$ cat src/rtl/multicycle_controller.sv
// ============================================================================
//  Module   : multicycle_controller
//  Purpose  : Moore FSM sequencing the multi-cycle RISC-V datapath.
//  Revision : 1.0  initial release
// ============================================================================
`default_nettype none

module multicycle_controller (
    input  logic       clk,
    input  logic       reset,
    input  logic [6:0] op,
    input  logic [2:0] funct3,
    input  logic       funct7b5,
    input  logic       zero,
    output logic       PCWrite,
    output logic       AdrSrc,
    output logic       MemWrite,
    output logic       IRWrite,
    output logic       RegWrite,
    output logic [1:0] ResultSrc,
    output logic [1:0] ALUSrcA,
    output logic [1:0] ALUSrcB,
    output logic [1:0] ImmSrc,
    output logic [2:0] ALUControl,
    output logic [3:0] state,
    output logic       illegal
);

    typedef enum logic [3:0] {
        S_FETCH    = 4'd0,
        S_DECODE   = 4'd1,
        S_MEMADR   = 4'd2,
        S_MEMREAD  = 4'd3,
        S_MEMWB    = 4'd4,
        S_MEMWRITE = 4'd5,
        S_EXECUTER = 4'd6,
        S_ALUWB    = 4'd7,
        S_EXECUTEI = 4'd8,
        S_JAL      = 4'd9,
        S_BEQ      = 4'd10
    } state_t;

    localparam logic [6:0] c_OP_LW   = 7'b0000011;
    localparam logic [6:0] c_OP_SW   = 7'b0100011;
    localparam logic [6:0] c_OP_R    = 7'b0110011;
    localparam logic [6:0] c_OP_I    = 7'b0010011;
    localparam logic [6:0] c_OP_JAL  = 7'b1101111;
    localparam logic [6:0] c_OP_BEQ  = 7'b1100011;

    state_t     r_state;
    state_t     w_next;
    state_t     w_dec;
    logic       w_pcupdate;
    logic       w_branch;
    logic       w_adrsrc;
    logic       w_memwrite;
    logic       w_irwrite;
    logic       w_regwrite;
    logic       w_illegal;
    logic [1:0] w_aluop;

    always_ff @(posedge clk) begin
        if (reset) begin
            r_state <= S_FETCH;
        end else begin
            r_state <= w_next;
        end
    end

    // Under reset the output decode shows FETCH; enables are masked below.
    assign w_dec = reset ? S_FETCH : r_state;

    always_comb begin
        w_next     = S_FETCH;
        w_pcupdate = 1'b0;
        w_branch   = 1'b0;
        w_adrsrc   = 1'b0;
        w_memwrite = 1'b0;
        w_irwrite  = 1'b0;
        w_regwrite = 1'b0;
        w_illegal  = 1'b0;
        w_aluop    = 2'b00;
        ResultSrc  = 2'b00;
        ALUSrcA    = 2'b00;
        ALUSrcB    = 2'b00;
        case (w_dec)
            S_FETCH: begin
                w_irwrite  = 1'b1;
                ALUSrcB    = 2'b10;
                ResultSrc  = 2'b10;
                w_pcupdate = 1'b1;
                w_next     = S_DECODE;
            end
            S_DECODE: begin
                ALUSrcA = 2'b01;
                ALUSrcB = 2'b01;
                case (op)
                    c_OP_LW, c_OP_SW: w_next = S_MEMADR;
                    c_OP_R:           w_next = S_EXECUTER;
                    c_OP_I:           w_next = S_EXECUTEI;
                    c_OP_JAL:         w_next = S_JAL;
                    c_OP_BEQ:         w_next = S_BEQ;
                    default: begin
                        w_next    = S_FETCH;
                        w_illegal = 1'b1;
                    end
                endcase
            end
            S_MEMADR: begin
                ALUSrcA = 2'b10;
                ALUSrcB = 2'b01;
                w_next  = (op == c_OP_LW) ? S_MEMREAD : S_MEMWRITE;
            end
            S_MEMREAD: begin
                w_adrsrc = 1'b1;
                w_next   = S_MEMWB;
            end
            S_MEMWB: begin
                ResultSrc  = 2'b01;
                w_regwrite = 1'b1;
            end
            S_MEMWRITE: begin
                w_adrsrc   = 1'b1;
                w_memwrite = 1'b1;
            end
            S_EXECUTER: begin
                ALUSrcA = 2'b10;
                w_aluop = 2'b10;
                w_next  = S_ALUWB;
            end
            S_EXECUTEI: begin
                ALUSrcA = 2'b10;
                ALUSrcB = 2'b01;
                w_aluop = 2'b10;
                w_next  = S_ALUWB;
            end
            S_ALUWB: begin
                w_regwrite = 1'b1;
            end
            S_JAL: begin
                ALUSrcA    = 2'b01;
                ALUSrcB    = 2'b10;
                w_pcupdate = 1'b1;
                w_next     = S_ALUWB;
            end
            S_BEQ: begin
                ALUSrcA  = 2'b10;
                w_aluop  = 2'b01;
                w_branch = 1'b1;
            end
            default: w_next = S_FETCH;
        endcase
    end

    always_comb begin
        ALUControl = 3'b000;
        case (w_aluop)
            2'b01: ALUControl = 3'b001;
            2'b10: begin
                case (funct3)
                    3'b000:  ALUControl = (op[5] & funct7b5) ? 3'b001 : 3'b000;
                    3'b010:  ALUControl = 3'b101;
                    3'b110:  ALUControl = 3'b011;
                    3'b111:  ALUControl = 3'b010;
                    default: ALUControl = 3'b000;
                endcase
            end
            default: ALUControl = 3'b000;
        endcase
    end

    always_comb begin
        ImmSrc = 2'b00;
        case (op)
            c_OP_SW:  ImmSrc = 2'b01;
            c_OP_BEQ: ImmSrc = 2'b10;
            c_OP_JAL: ImmSrc = 2'b11;
            default:  ImmSrc = 2'b00;
        endcase
    end

    assign PCWrite  = ~reset & (w_pcupdate | (w_branch & zero));
    assign IRWrite  = ~reset & w_irwrite;
    assign MemWrite = ~reset & w_memwrite;
    assign RegWrite = ~reset & w_regwrite;
    assign illegal  = ~reset & w_illegal;
    assign AdrSrc   = w_adrsrc;
    assign state    = r_state;

endmodule

`default_nettype wire

$ cat config.mk
export PLATFORM = sky130hd
export DESIGN_NAME = multicycle_controller
export DESIGN_NICKNAME = d
export VERILOG_FILES = /design/src/rtl/multicycle_controller.sv
export SDC_FILE = /design/constraint.sdc
export NUM_CORES = 1
export LEC_CHECK = 0
export ABC_CLOCK_PERIOD_IN_PS = 3300
export BUFFER_PORTS_ARGS = -buffer_cell sky130_fd_sc_hd__buf_4
export CAP_MARGIN = 10
export CORE_AREA = 5 5 42 44
export DETAILED_ROUTE_END_ITERATION = 10
export DIE_AREA = 0 0 47 49
export GPL_ROUTABILITY_DRIVEN = 0
export PLACE_DENSITY = 0.88
export REMOVE_ABC_BUFFERS = 1
export SKIP_LAST_GASP = 1
export SYNTH_ARGS = -nofsm -noshare
export SYNTH_HDL_FRONTEND = slang
export SYNTH_SLANG_ARGS = --single-unit
$ cat constraint.sdc
create_clock -name clk -period 3.3 [get_ports clk]
set_input_delay 0.495 -clock clk [delete_from_list [all_inputs] [get_ports clk]]
set_output_delay 0.495 -clock clk [all_outputs]
set_load 0.05 [all_outputs]
==> flow_metrics.py <==
metrics = {
    "outcome": {
        "status": "finished, final reports clean",
    },
    "pwr": {
        "p_leak_nw": 0.397,
        "power_density_mw_per_mm2": 239,
        "max-vdd-ir-drop_mv": 0.198,
    },
    "finish": {
        "final.fill_count": 140,
        "diodes": 0,
        "largest_reg_flops": 4,
        "syn_to_final_growth_pct": 51.2,
        "layout-drive-gt1-share": 0.360,
        "multiInputGateArea_um2": 405,
        "post-route-util": 0.580,
        "layout_common_cells": "34 x buf_4, 12 x nor2_1, 8 x inv_1",
        "final_nets": 129,
        "seq_area_um2": 80.1,
        "final_common_cell": "buf_4",
        "instances_no_fill": 127,
    },
    "floorplan": {
        "core_region_area_mm2": 0.00140,
        "die-area_mm2": 0.00230,
        "dieHeight_um": 49,
        "core.rowCount": 14,
        "fp.dieW_um": 47,
        "initial_core_util": 0.384,
        "num_io_pins": 35,
    },
    "yosys": {
        "synthAdderAreaFrac": 0.0651,
        "muxShareOfSynthArea": 0,
        "synth_cells": 80,
        "synth-compound-area-share": 0.221,
        "synth-seq-area-share": 0.149,
        "synthXorXnorAreaFrac": 0.0651,
        "synth-seq-cells": 4,
        "syn_area_per_cell_um2": 6.73,
        "yosys_warnings": 0,
        "synth.distinct_cells": 32,
        "syn_area_um2": 538,
        "synth_top_family_by_area": "simple AND/OR/NAND/NOR gates",
        "synth-simple-area-share": 0.402,
    },
    "clock_network": {
        "clk_path_buf_depth": 2,
        "cts_buffers": 3,
        "cts_tree": "yes",
        "cts_resized": 0,
        "clock_latency_ns": 0.24,
        "cts.sinks": 4,
        "h-tree-depth": 1,
        "clk_pin_slew_ns": 0.04,
        "hold_buffers": 0,
        "cts_root_buf": "clkbuf_4",
        "postCtsSetupBuffers": 0,
    },
    "setup_path": {
        "cp-start-kind": "flop",
        "r2r_start": "state[0]",
        "crit_path_end": "ALUControl[1]",
        "reg2regPathDepth": 4,
        "worstPathRequired_ns": 2.80,
        "critPathLaunch": "state[3]",
        "worst-setup-path-type": "flop to primary output",
        "arrival_ns": 2.05,
        "r2r_end": "state[2]",
        "crit_path_max_fanout": 11,
        "rrSetupSlack_ns": 1.36,
        "endpoint_kind": "primary output",
    },
    "grt": {
        "antenna_found_initial": 0,
        "grt_pass1_vias": 622,
        "grt_use_total": 0.146,
        "grt_start_max_net_pins": 16,
        "grt_pass1_wl_um": 2590,
        "grt_overflow": 0,
    },
    "sta": {
        "skew_ns": 0.00979,
        "fin_crit_sh": 0.770,
        "slew_headroom": 0.672,
        "fmax_mhz": 393,
        "worst_pin_slew_ns": 0.492,
        "holdWs_ns": 0.520,
        "final-max-slew-violation-count": 0,
        "hold_viol": 0,
        "finalCriticalPeriod_ns": 2.54,
        "finalSetupTns_ns": 0,
        "rsz0062_at_grt": "false",
        "final-setup-viol-count": 0,
    },
    "route": {
        "drc": 0,
        "wl_per_cell_um": 12.7,
        "dr_total_vias": 707,
        "wl_um": 1610,
        "drt-vias-per-instance": 5.57,
        "antenna_left": 0,
        "drt_iter0_drc": 15,
        "drtPass1Iterations": 4,
    },
    "placed_design": {
        "dpl.cell_count": 124,
        "port-buffer-count": 34,
        "dp_hpwl_um": 1250,
    },
    "min_path": {
        "min_path_type": "primary input to flop",
    },
    "job": {
        "cap_violations": 0,
    },
}
==> worst min path at each step <==
| stage | start | end | slack (ns) | cells after the start |
|---|---|---|---|---|
| 6_report | reset | state[0] | 0.52 | 2 |
| 5_1_grt | reset | state[0] | 0.52 | 2 |
| 4_1_cts | reset | state[0] | 0.51 | 2 |
| 3_5_place_dp | state[3] | state[0] | 0.69 | 2 |
| 3_3_place_gp | state[3] | state[0] | 0.68 | 2 |
| 2_1_floorplan | reset | state[0] | 0.57 | 1 |
==> report_power, final <==
part           switching [mW]  leakage [nW]  internal (mW)
clock network          0.0209        0.0138         0.0407
logic                  0.0475         0.350         0.0306
registers             0.00458        0.0326         0.0498
total                  0.0729         0.397          0.121
==> critical path, cell delays in order, from the launching register on <==
cell,delay (ns)
dfxtp_1,0.52
inv_1,0.14
nor3_1,0.23
o21ai_0,0.17
ha_1,0.33
nor3_1,0.19
buf_4,0.22
==> layout make-up <==
class                   instances  area share
flip-flops and latches          4      0.0985
multi-input cells              62       0.498
well taps                      16      0.0246
repair buffers                 34       0.314
clock buffers                   3      0.0277
inverters                       8      0.0369
==> through the flow <==
stage	power, mW	instance area [µm²]	worst slack, ns
after floorplan	0.100	515	-0.587
after global placement	0.131	791	1.04
after detailed placement	0.133	791	1.03
after CTS	0.197	813	0.768
after global routing	0.205	813	0.532
final	0.194	813	0.759
==> metal layers <==
layer	vias to the layer above	GRT usage	wire length, µm
met1	315	0.182	679
met5	-	0	0
li1	356	-	-
met3	2	0.0480	140
met2	34	0.213	775
met4	0	0.0783	14
==> cell usage after synthesis <==
library cell,n,share of area
a31o_2,1,0.016
o22a_1,1,0.016
nor3_1,6,0.056
o22ai_1,2,0.023
xnor2_1,3,0.049
dfxtp_1,4,0.15
or3b_1,1,0.016
and3_1,4,0.047
and4b_1,2,0.037
inv_1,8,0.056
a21oi_1,5,0.047
nor4_1,1,0.012
a2111oi_0,1,0.016
o21ai_0,1,0.0093
nand4bb_1,1,0.021
nor2_1,12,0.084
o41ai_1,2,0.033
or4_1,1,0.014
xor2_1,1,0.016
a31oi_1,2,0.023
or4b_2,1,0.019
ha_1,2,0.047
nand4_1,1,0.012
maj3_1,1,0.019
or3_4,1,0.021
nand2_1,5,0.035
and2_1,1,0.012
nor4bb_1,1,0.019
o41a_1,1,0.021
clkbuf_1,5,0.035
buf_1,1,0.0070
a311oi_1,1,0.016
==> cell families after synthesis <==
kind of cell,count (synthesis)
buf+inv,14
flops,4
xor+xnor,4
fa+ha+maj,3
compound gates,17
simple gates,38
(Power assumes the default switching activity.)
